**config.mk**
```make
export PLATFORM = sky130hd
export DESIGN_NAME = mm_stream_core
export DESIGN_NICKNAME = d
export VERILOG_FILES = /design/src/rtl/mm_pkg.sv /design/src/rtl/mm_dot.sv /design/src/rtl/mm_stream_core.sv
export SDC_FILE = /design/constraint.sdc
export NUM_CORES = 1
export LEC_CHECK = 0
export CORE_AREA = 2 2 115 229
export CTS_CLUSTER_SIZE = 28
export DETAILED_ROUTE_END_ITERATION = 7
export DIE_AREA = 0 0 117 231
export PLACE_DENSITY = 0.52
export SYNTH_ARGS = -nofsm -noshare
export SYNTH_HDL_FRONTEND = slang
export SYNTH_SLANG_ARGS = --single-unit
```
**constraint.sdc**
```tcl
create_clock -name clk -period 6.7 [get_ports clk]
set_input_delay 1.34 -clock clk [delete_from_list [all_inputs] [get_ports clk]]
set_output_delay 1.34 -clock clk [all_outputs]
set_load 0.02 [all_outputs]
```
**src/rtl/mm_pkg.sv**
```systemverilog
// Shared types and width helpers for the streaming matrix-multiply core.
package mm_pkg;

    typedef enum logic [1:0] {
        IDLE = 2'd0,
        LOAD = 2'd1,
        OUT  = 2'd2
    } state_t;

    // Result width that holds a full DIM-term sum of DW x DW products.
    function automatic int unsigned calc_ow(input int unsigned dim, input int unsigned dw);
        return 2 * dw + $clog2(dim);
    endfunction

endpackage

```
**src/rtl/mm_dot.sv**
```systemverilog
// Combinational unsigned dot product of two DIM-element vectors.
module mm_dot
    import mm_pkg::*;
#(
    parameter int unsigned  DIM = 4,
    parameter int unsigned  DW  = 4,
    localparam int unsigned OW  = calc_ow(DIM, DW)
) (
    input  logic [DIM*DW-1:0] a,
    input  logic [DIM*DW-1:0] b,
    output logic [OW-1:0]     dot
);

    always_comb begin
        dot = '0;
        for (int k = 0; k < int'(DIM); k++) begin
            dot = dot + OW'(a[k*DW +: DW]) * OW'(b[k*DW +: DW]);
        end
    end

endmodule

```
**src/rtl/mm_stream_core.sv**
```systemverilog
// Streaming DIM x DIM matrix multiply: loads A and B row-major, emits C = A*B or A*B^T.
module mm_stream_core
    import mm_pkg::*;
#(
    parameter int unsigned  DIM = 4,
    parameter int unsigned  DW  = 4,
    localparam int unsigned OW  = calc_ow(DIM, DW)
) (
    input  logic          clk,
    input  logic          rst_n,
    input  logic          in_valid,
    input  logic          in_mode,
    input  logic [DW-1:0] in_matrix_A,
    input  logic [DW-1:0] in_matrix_B,
    output logic          out_valid,
    output logic [OW-1:0] out_matrix
);

    localparam int unsigned   N    = DIM * DIM;
    localparam int unsigned   CW   = $clog2(N);
    localparam logic [CW-1:0] LAST = CW'(N - 1);

    state_t          state, state_d;
    logic [CW-1:0]   ld_cnt, ld_cnt_d;
    logic [CW-1:0]   out_cnt, out_cnt_d;
    logic            mode, mode_d;
    logic            out_valid_d;
    logic [OW-1:0]   out_matrix_d;
    logic            wr_en;

    logic [DW-1:0]   mem_a [N];
    logic [DW-1:0]   mem_b [N];

    logic [CW-1:0]   row, col;
    logic [DIM*DW-1:0] a_vec, b_vec;
    logic [OW-1:0]   dot;

    // Operand gather for element out_cnt: row of A against column of B (or row of B when transposed).
    always_comb begin
        row   = out_cnt / CW'(DIM);
        col   = out_cnt % CW'(DIM);
        a_vec = '0;
        b_vec = '0;
        for (int k = 0; k < int'(DIM); k++) begin
            a_vec[k*DW +: DW] = mem_a[CW'(32'(row) * DIM + 32'(k))];
            if (mode) begin
                b_vec[k*DW +: DW] = mem_b[CW'(32'(col) * DIM + 32'(k))];
            end else begin
                b_vec[k*DW +: DW] = mem_b[CW'(32'(k) * DIM + 32'(col))];
            end
        end
    end

    mm_dot #(
        .DIM (DIM),
        .DW  (DW)
    ) u_dot (
        .a   (a_vec),
        .b   (b_vec),
        .dot (dot)
    );

    // Next-state and registered-output values. C[0][0] never reads the final
    // beat, so it is registered on the same edge that stores that beat.
    always_comb begin
        state_d      = state;
        ld_cnt_d     = ld_cnt;
        out_cnt_d    = out_cnt;
        mode_d       = mode;
        wr_en        = 1'b0;
        out_valid_d  = 1'b0;
        out_matrix_d = '0;
        case (state)
            IDLE: begin
                if (in_valid) begin
                    wr_en    = 1'b1;
                    mode_d   = in_mode;
                    ld_cnt_d = CW'(1);
                    state_d  = LOAD;
                end
            end
            LOAD: begin
                if (in_valid) begin
                    wr_en = 1'b1;
                    if (ld_cnt == LAST) begin
                        ld_cnt_d     = '0;
                        out_cnt_d    = CW'(1);
                        out_valid_d  = 1'b1;
                        out_matrix_d = dot;
                        state_d      = OUT;
                    end else begin
                        ld_cnt_d = ld_cnt + CW'(1);
                    end
                end
            end
            OUT: begin
                out_valid_d  = 1'b1;
                out_matrix_d = dot;
                if (out_cnt == LAST) begin
                    out_cnt_d = '0;
                    state_d   = IDLE;
                end else begin
                    out_cnt_d = out_cnt + CW'(1);
                end
            end
            default: begin
                state_d = IDLE;
            end
        endcase
    end

    always_ff @(posedge clk or negedge rst_n) begin
        if (!rst_n) begin
            state      <= IDLE;
            ld_cnt     <= '0;
            out_cnt    <= '0;
            mode       <= 1'b0;
            out_valid  <= 1'b0;
            out_matrix <= '0;
        end else begin
            state      <= state_d;
            ld_cnt     <= ld_cnt_d;
            out_cnt    <= out_cnt_d;
            mode       <= mode_d;
            out_valid  <= out_valid_d;
            out_matrix <= out_matrix_d;
        end
    end

    // Operand storage; contents are don't-care until fully loaded.
    always_ff @(posedge clk) begin
        if (wr_en) begin
            mem_a[ld_cnt] <= in_matrix_A;
            mem_b[ld_cnt] <= in_matrix_B;
        end
    end

endmodule

```
=== Word-level counts from Yosys, hierarchy flattened ===
Memories as Yosys holds them, arrays and structs flattened.
Index checks and enable logic that the tools add are counted.

* Register bits: 22
* Latch bits: 0
* RAM bits: 128
* ROM bits: 0
* Bits of input ports: 12
* Output and inout bits: 11
* Word-level logic and storage cells: 69
* Memories: 2

* Add/sub/neg operators: 14
* Multipliers: 4
* Div/mod/pow operators: 0
* $lt $le $gt $ge: 0
* Equality and inequality tests: 8
* Shifts and indexed selects: 0
* Mux-type cells: 27
* Bitwise gates (word level): 0
* Reduce and logical (&&, ||, !) cells: 8

{| class="wikitable"
|+ Memories
! memory !! depth !! width !! rd ports !! clocked after memory_dff !! write ports !! line !! source
|-
| mem_a || 16 || 4 || 4 || 0 || 1 || mm_stream_core.sv:31 || <nowiki>logic [DW-1:0] mem_a [N];</nowiki>
|-
| mem_b || 16 || 4 || 8 || 0 || 1 || mm_stream_core.sv:32 || <nowiki>logic [DW-1:0] mem_b [N];</nowiki>
|}

{| class="wikitable"
|+ Operators with widths
! operator !! number
|-
| 4-bit two-way mux || 10
|-
| 4-bit by 4-bit multiplier with 8-bit output || 4
|-
| 10-bit by 8-bit adder with 10-bit output || 2
|-
| 10-bit two-way mux || 2
|-
| 10-bit case mux with 2 select lines || 1
|-
| 4-bit by 1-bit adder with 4-bit output (second input constant) || 4
|-
| 4-bit by 2-bit adder with 4-bit output (second input constant) || 4
|-
| 4-bit case mux with 2 select lines || 2
|-
| 8-bit by 8-bit adder with 9-bit output || 1
|-
| 4-bit by 2-bit adder with 4-bit output (first input constant) || 2
|-
| 4-bit equality test (second input constant) || 2
|-
| 2-bit two-way mux || 4
|-
| 2-bit != test (second input constant) || 4
|-
| 1-bit two-way mux || 6
|-
| 2-bit case mux with 3 select lines || 1
|-
| 3-bit AND reduction || 2
|-
| 3-bit by 2-bit adder with 4-bit output (first input constant) || 1
|-
| 4-bit AND reduction || 1
|-
| 2-bit nonzero test || 2
|-
| 2-bit by 1-bit equality test with 1-bit output (second input constant) || 1
|-
| 2-bit equality test (second input constant) || 1
|-
| 2-bit logical NOT || 1
|-
| 1-bit case mux with 2 select lines || 1
|-
| 2-bit AND reduction || 1
|-
| 2-bit OR reduction || 1
|}

=== Depth between registers and ports, before layout ===
Gate-level depths: netlist of the first run.
An unclocked memory read counts as a cell.

* Depth after elaboration: 10
* Mapped depth: 30
* Gate-level depth less buffers: 27

=== By module ===
A second synthesis of the first run with hierarchy kept.

* Cell total of the unflattened synthesis: 610
* Area, all modules: 8624.5 um^2

{| class="wikitable"
|+ Modules (own cells, without submodules)
! module !! instances !! cells an instance !! area each (um^2) !! seq. area each (um^2)
|-
| mm_stream_core || 1 || 368 || 6433.7 || 4394.2
|-
| mm_dot || 1 || 242 || 2190.9 || 0.0
|}

=== Worst setup path before layout of the first run ===
Ideal clock, no wire load.

* Path kind: reg2reg
* From: reg mode
* To: reg out_matrix[8]
* Setup time: 79 ps
* Arrival: 7360 ps
* Required time: 6621 ps
* Path slack: -740 ps
* Stages on the path, launching flop included: 27
* Path buffers: 3
* Cell sequence: dfrtp_1 -> buf_6 -> buf_6 -> buf_4 -> mux4_2 -> a21oi_1 -> nor2b_1 -> fa_1 -> inv_1 -> fa_1 -> inv_1 -> fa_1 -> inv_1 -> fa_1 -> fa_1 -> fa_1 -> inv_1 -> fa_1 -> fa_1 -> inv_1 -> fa_1 -> inv_1 -> fa_1 -> a211oi_1 -> o21bai_1 -> a21oi_1 -> mux2i_1

* Word-level cells in the longest chain between the ends: 8

{| class="wikitable"
|+ RTL lines
! what !! line !! source
|-
| start: declaration || mm_stream_core.sv:26 || <nowiki>logic mode, mode_d;</nowiki>
|-
| start signal: assignment || mm_stream_core.sv:124 || <nowiki>mode <= mode_d;</nowiki>
|-
| 4-bit two-way mux || mm_stream_core.sv:46 || <nowiki>if (mode) begin</nowiki>
|-
| 4-bit by 4-bit multiplier with 8-bit output || mm_dot.sv:17 || <nowiki>dot = dot + OW'(a[k*DW +: DW]) * OW'(b[k*DW +: DW]);</nowiki>
|-
| 8-bit by 8-bit adder with 9-bit output || mm_dot.sv:17 ||
|-
| 10-bit by 8-bit adder with 10-bit output || mm_dot.sv:17 ||
|-
| 10-bit by 8-bit adder with 10-bit output * || mm_dot.sv:17 ||
|-
| 10-bit two-way mux || mm_stream_core.sv:85 || <nowiki>if (ld_cnt == LAST) begin</nowiki>
|-
| 10-bit two-way mux || mm_stream_core.sv:83 || <nowiki>if (in_valid) begin</nowiki>
|-
| 10-bit case mux with 2 select lines * || mm_stream_core.sv:73 || <nowiki>case (state)</nowiki>
|-
| net out_matrix_d[8] || mm_stream_core.sv:28 || <nowiki>logic [OW-1:0] out_matrix_d;</nowiki>
|-
| end signal: assignment || mm_stream_core.sv:126 || <nowiki>out_matrix <= out_matrix_d;</nowiki>
|-
| end: declaration || mm_stream_core.sv:16 || <nowiki>output logic [OW-1:0] out_matrix</nowiki>
|}

Mark *: on every way through the listed nets, which the timed path passes. The rest lies on a longest branch.
A chain may end at the register's enable or synchronous reset.

=== Worst setup path in the final report of the first run ===
* From: reg out_cnt[0]
* To: reg out_matrix[8]

* Word-level cells in the longest chain between the ends: 10

{| class="wikitable"
|+ RTL lines
! what !! line !! source
|-
| start: declaration || mm_stream_core.sv:25 || <nowiki>logic [CW-1:0] out_cnt, out_cnt_d;</nowiki>
|-
| start signal: assignment || mm_stream_core.sv:123 || <nowiki>out_cnt <= out_cnt_d;</nowiki>
|-
| 4-bit by 1-bit adder with 4-bit output or 3-bit by 2-bit adder with 4-bit output (tied branches) || mm_stream_core.sv:47, mm_stream_core.sv:49 ||
|-
| memory read 16 x 4 bit * || n/a ||
|-
| 4-bit two-way mux || mm_stream_core.sv:46 ||
|-
| 4-bit by 4-bit multiplier with 8-bit output || mm_dot.sv:17 ||
|-
| 8-bit by 8-bit adder with 9-bit output || mm_dot.sv:17 ||
|-
| 10-bit by 8-bit adder with 10-bit output || mm_dot.sv:17 ||
|-
| 10-bit by 8-bit adder with 10-bit output * || mm_dot.sv:17 ||
|-
| 10-bit two-way mux || mm_stream_core.sv:85 ||
|-
| 10-bit two-way mux || mm_stream_core.sv:83 ||
|-
| 10-bit case mux with 2 select lines * || mm_stream_core.sv:73 ||
|-
| net out_matrix_d[8] || mm_stream_core.sv:28 ||
|}

Marked as above.

==> results of run 1 <==
-- layer usage --
layer / up-vias / track usage [%]
met3: 18 / 2.44
met1: 2615 / 18.2
met2: 78 / 28.6
li1: 2466 / -
met4: 0 / 5.85
met5: - / 0
-- cell usage in the layout (no fill, tap or decap), types with 4 or more instances in the layout --
cell type / netlist / final
edfxtp_1: 128 / 128
inv_1: 86 / 83
buf_4: 3 / 66
ha_1: 53 / 50
fa_1: 43 / 41
and2_1: 37 / 37
mux4_2: 29 / 29
nand2_1: 30 / 29
nor2b_1: 25 / 24
clkdlybuf4s50_1: 0 / 22
dfrtp_1: 22 / 21
mux2i_1: 20 / 19
clkbuf_16: 0 / 17
nor2_1: 18 / 16
mux2_2: 10 / 10
a21oi_1: 14 / 10
o21ai_0: 12 / 9
nand3_1: 9 / 9
and3_1: 9 / 9
nor3_1: 8 / 7
o21ai_2: 0 / 5
o21a_1: 5 / 5
o211ai_1: 5 / 5
a21o_1: 5 / 5
a211oi_1: 9 / 4
a21oi_2: 1 / 4
a211oi_2: 0 / 4
nand3b_1: 4 / 4
buf_6: 5 / 4
-- final timing paths --
kind	start	cells after the start	endpoint
max in group asynchronous	rst_n	2	out_cnt[0]
min reg2reg	state[1]	1	state[1]
min in group asynchronous	rst_n	2	out_valid
max	out_cnt[0]	23	out_matrix[8]
min	state[1]	1	state[1]
max reg2reg	out_cnt[0]	23	out_matrix[8]
-- flip-flops by register name (all words and copies together), names as in the netlist --
register    count
ld_cnt          4
mem_a          64
mem_b          64
mode            1
out_cnt         4
out_matrix     10
out_valid       1
state           2
-- worst register-to-register path: cells and delay by family, from the launching register on --
| family | cells | cell delay [ns] |
|---|---|---|
| compound gates | 4 | 0.65 |
| fa+ha+maj | 10 | 4.81 |
| flops | 1 | 0.48 |
| simple gates | 1 | 0.06 |
| buf+inv | 6 | 0.30 |
| mux | 2 | 0.77 |
-- area by class of cell --
| class | count | area (um2) |
|---|---|---|
| Clock buffer | 18 | 429 |
| Multi-Input combinational cell | 379 | 3990 |
| Inverter | 86 | 323 |
| Timing Repair Buffer | 93 | 781 |
| Tap cell | 340 | 425 |
| Clock inverter | 14 | 174 |
| Sequential cell | 150 | 4400 |
| Fill cell | 2430 | 14900 |
-- kinds of logic after synthesis --
family	after synthesis	synth area share, %
simple gates	147	9.09
mux	62	12.0
compound gates	71	5.37
fa+ha+maj	96	17.5
buf+inv	109	5.33
xor+xnor	3	0.302
flops	150	50.4
-- per-stage QoR --
| stage | utilization [%] | hold slack (ns) | instance area (um2) |
|---|---|---|---|
| 3_5_place_dp | 38.4 | 0.544 | 9760 |
| 2_1_floorplan | - | 0.503 | 8760 |
| 6_report | 41.3 | 0.559 | 10500 |
| 3_3_place_gp | 38.4 | 0.540 | 9760 |
| 4_1_cts | 41.0 | 0.562 | 10400 |
| 5_1_grt | 41.3 | 0.596 | 10500 |
-- what timing repair did --
action,CTS,global route
pin swaps,8,7
gates cloned,0,0
setup buffers,2,4
setup endpoints to repair,7,7
hold endpoints to repair,0,0
gates resized for setup,12,16
==> run_results.csv, run 1 <==
group,metric,value,unit
setup_path,path_cells,"mux4_2 -> a21oi_4 -> nor2b_2 -> fa_1 -> inv_2 -> fa_1 -> inv_1 -> fa_1 -> inv_1 -> fa_1 -> fa_2 -> fa_1 -> inv_1 -> fa_1 -> fa_1 -> inv_1 -> fa_1 -> inv_2 -> fa_2 -> a211oi_2 -> o21bai_1 -> a21oi_1 -> mux2i_1",
global_routing,grt_pass1_wl,30800,um
sta,fmax,139,MHz
clock_network,cts_num_sinks,150,
clock_network,h-tree-depth,4,
layout,drive_gt1_share,23.0,%
sta,postLayoutSetupSlackWorst,-0.471,ns
floorplanning,die_area,27000,um2
routing,route.met3.wl,436,um
synth,synth_common_cells,"128 x edfxtp_1, 86 x inv_1, 53 x ha_1, 43 x fa_1, 37 x and2_1",
routing,wl_met2,11000,um
floorplanning,core_area,25400,um2
global_routing,grtUsageTotal,15.7,%
sta,worst_pin_slew,0.877,ns
setup_path,cp-end-kind,"flip-flop",
synth,yosys.area.top_type_share,44.1,%
layout,finalNonFillerCells,1080,
job,cap_viol_max_count,0,
clock_network,clk_pin_slew,0.06,ns
setup_path,path_class,"flip-flop to flip-flop",
floorplanning,die_x,117,um
synth,synth.area.top_cells,"edfxtp_1 44%, fa_1 9.9%, ha_1 7.6%, mux4_2 7.5%, dfrtp_1 6.3%",
clock_network,clk-insertion-delay-late,0.44,ns
setup_path,rrSetupSlack,-0.47,ns
sta,hold_viol_final,0,
global_routing,grt_start_max_net_pins,23,
synth,syn_area,8710,um2
synth,synth-edff-count,128,
setup_path,cp_top_family,"adder cells",
routing,drt-total-wl,19700,um
synth,dominantRegCellSynth,"edfxtp_1",
floorplanning,rows,83,
routing,wl_met1,7870,um
placement,pre_cts_slack,-0.723,ns
setup_path,crit_required,7.05,ns
placement,hpwl,15200,um
synth,synth.distinct_cells,42,
sta,finalSetupTns,-2.14,ns
global_routing,grt-ovfl-total,0,
sta,relSlewSlack,41.3,%
placement,dp.cells,1042,
setup_path,cp_slowest_cell,"mux4_2",
hold_path,hp-class,"flip-flop to flip-flop",
synth,synth_seq_cells,150,
layout,antennaDiodeCount,0,
routing,drt-pass1-iter-count,4,
global_routing,grt_pass1_vias,5545,
synth,synthMostInstantiatedCell,"edfxtp_1",
setup_path,cp_max_fo,7,
setup_path,worstSetupStartpointType,"flip-flop",
routing,final_antenna_net_count,0,
setup_path,critPathBufInv,6,
floorplanning,io_pins,23,
synth,synth_top_cell_by_area,"edfxtp_1",
floorplanning,die-height,231,um
routing,initialDrtViolationCount,218,
routing,vias,5177,
sta,drv_slew,0,
clock_network,clockBufferDepth,2,
synth,syn_avg_cell_area,13.7,um2
routing,vias_per_cell,4.79,
routing,top_layer,"met4",
sta,clock-skew-final,0.0137,ns
synth,synth.net_count,746,
setup_path,worstPathArrival,7.52,ns
setup_path,cpMostUsedCell,"fa_1",
sta,finalCriticalPeriod,7.17,ns
sta,rsz0062_at_grt,"true",
synth,synthArstFlopShare,14.7,%
layout,syn_to_final_growth,20.7,%
sta,finalCritPeriodShare,107,%
placement,gp_congestion,0.805,
clock_network,ctsHoldBuffers,0,
outcome,outcome,"complete, but fails checks",
floorplanning,initial_core_util,34.2,%
clock_network,cts_tree,"built",
outcome,failed_checks,"negative setup slack",
global_routing,antenna_found_initial,0,
routing,routedWlPerCell,18.3,um
placement,portBuffers,22,
clock_network,clockRootBuffer,"clkbuf_16",
routing,drc,0,
clock_network,cts_buffers,17,
synth,yosys_warnings,0,
setup_path,critPathMaxStageDelay,0.57,ns
sta,setup_viol,7,
synth,ys_seq_area_share,50.4,%
synth,synth_cells,638,
layout,nets,835,
Power of run 1 is not shown: default switching activity piles up to over one toggle a cycle in this logic, so the estimate is an artifact.
==> inputs of run 2 (changes only) <==
CORE_AREA = 2 2 93 184   (was 2 2 115 229)
DIE_AREA = 0 0 95 186   (was 0 0 117 231)
PLACE_DENSITY = 0.74   (was 0.52)
==> run_results.csv, run 2 (synthesis gave the netlist of run 1 again) <==
group,metric,value,unit
layout,antennaDiodeCount,0,
sta,worst_pin_slew,0.987,ns
setup_path,cp_slowest_cell,"fa_1",
routing,vias_per_cell,5.77,
clock_network,h-tree-depth,4,
routing,initialDrtViolationCount,274,
setup_path,crit_required,7.05,ns
placement,dpl_cell_area,9500,um2
layout,final_cell_mix,"128 x edfxtp_1, 84 x inv_1, 56 x buf_4",
routing,drc,0,
clock_network,clockRootBuffer,"clkbuf_16",
routing,top_layer,"met4",
layout,final_core_util,63.4,%
routing,routedWlPerCell,21.2,um
clock_network,clk_pin_slew,0.06,ns
placement,portBuffers,22,
setup_path,cpMostUsedCell,"fa_1",
placement,hpwl,15200,um
clock_network,clk-insertion-delay-late,0.43,ns
setup_path,cp-end-kind,"flip-flop",
floorplanning,rows,66,
global_routing,grt_pass1_vias,6031,
routing,drt-total-wl,19900,um
layout,reg_top3,"mem_a (64), mem_b (64), out_matrix (10)",
floorplanning,initial_core_util,53.6,%
sta,hold_viol_final,0,
floorplanning,die_x,95,um
sta,relSlewSlack,34.1,%
global_routing,antenna_found_initial,0,
routing,route.met3.wl,755,um
sta,clock-skew-final,0.00843,ns
setup_path,worstPathArrival,7.62,ns
clock_network,cts_tree,"built",
sta,rsz0062_at_grt,"true",
setup_path,cp_max_fo,3,
floorplanning,core_area,16300,um2
routing,vias,5409,
setup_path,critPathMaxStageDelay,0.56,ns
global_routing,grt-ovfl-total,0,
setup_path,critPathBufInv,8,
routing,final_antenna_net_count,0,
setup_path,rrSetupSlack,-0.57,ns
layout,syn_to_final_growth,18.5,%
clock_network,cts_num_sinks,150,
global_routing,grt_pass1_wl,31200,um
clock_network,cts_buffers,17,
outcome,failed_checks,"negative setup slack",
floorplanning,die_area,17700,um2
layout,nets,830,
floorplanning,io_pins,23,
hold_path,hp-class,"flip-flop to flip-flop",
layout,layout_commonest_cell,"edfxtp_1",
job,cap_viol_max_count,0,
layout,stdcell_area,10300,um2
setup_path,worstSetupStartpointType,"flip-flop",
sta,setup_viol,7,
sta,finalCritPeriodShare,109,%
clock_network,ctsHoldBuffers,0,
layout,num-fill-cells,1159,
clock_network,clockBufferDepth,2,
routing,wl_met2,11500,um
global_routing,grtUsageTotal,24.8,%
layout,drive_gt1_share,23.6,%
sta,postLayoutSetupSlackWorst,-0.570,ns
sta,finalCriticalPeriod,7.27,ns
sta,fmax,138,MHz
global_routing,grt_start_max_net_pins,23,
routing,drt-pass1-iter-count,5,
routing,wl_met1,6380,um
sta,drv_slew,0,
setup_path,cp_top_family,"adder cells",
placement,gp_congestion,0.940,
floorplanning,die-height,186,um
outcome,outcome,"complete, but fails checks",
setup_path,path_class,"flip-flop to flip-flop",
-- run 2: cell types whose count changed in the layout (fill, tap and decap cells not counted), moves of 3 or more --
| cell | before | now |
|---|---|---|
| nor2b_1 | 24 | 21 |
| clkinvlp_4 | 1 | 4 |
| buf_6 | 4 | 9 |
| buf_4 | 66 | 56 |
-- run 2: path summary, 6_finish.rpt --
| kind | startpoint | to | depth (start not counted) |
|---|---|---|---|
| max | out_cnt[0] | out_matrix[9] | 25 |
| min | state[1] | state[1] | 1 |
| min in group asynchronous | rst_n | mode | 2 |
| max in group asynchronous | rst_n | out_cnt[2] | 2 |
| max reg2reg | out_cnt[0] | out_matrix[9] | 25 |
| min reg2reg | state[1] | state[1] | 1 |
-- run 2: metal layers --
metal  track usage [%]  up-vias
met5                 0        -
met3              4.70       61
li1                  -     2447
met1              23.5     2759
met4              15.2        0
met2              47.3      142
-- run 2: layout make-up --
class	instances	area, um2	share of cell area, %
sequential	150	4400	42.6
multi-input combinational	379	4050	39.2
timing repair buffer	88	762	7.38
clock buffer	19	433	4.19
inverter	86	323	3.13
tap	204	255	2.47
clock inverter	12	104	1.01
-- run 2: per-stage QoR --
step	TNS [ns]	hold slack (ns)	setup WS, ns	cells
after floorplan	-0.972	0.503	-0.351	638
after global placement	-2.59	0.526	-0.542	894
after detailed placement	-3.43	0.546	-0.653	894
after CTS	-2.57	0.562	-0.529	932
after global routing	-4.03	0.591	-0.761	938
final	-2.83	0.558	-0.570	938
-- run 2: what timing repair did --
item,CTS,global route
setup buffers,7,6
pin swaps,5,14
gates resized for setup,23,25
setup endpoints to repair,7,7
Power of run 2 is left out for the same reason.
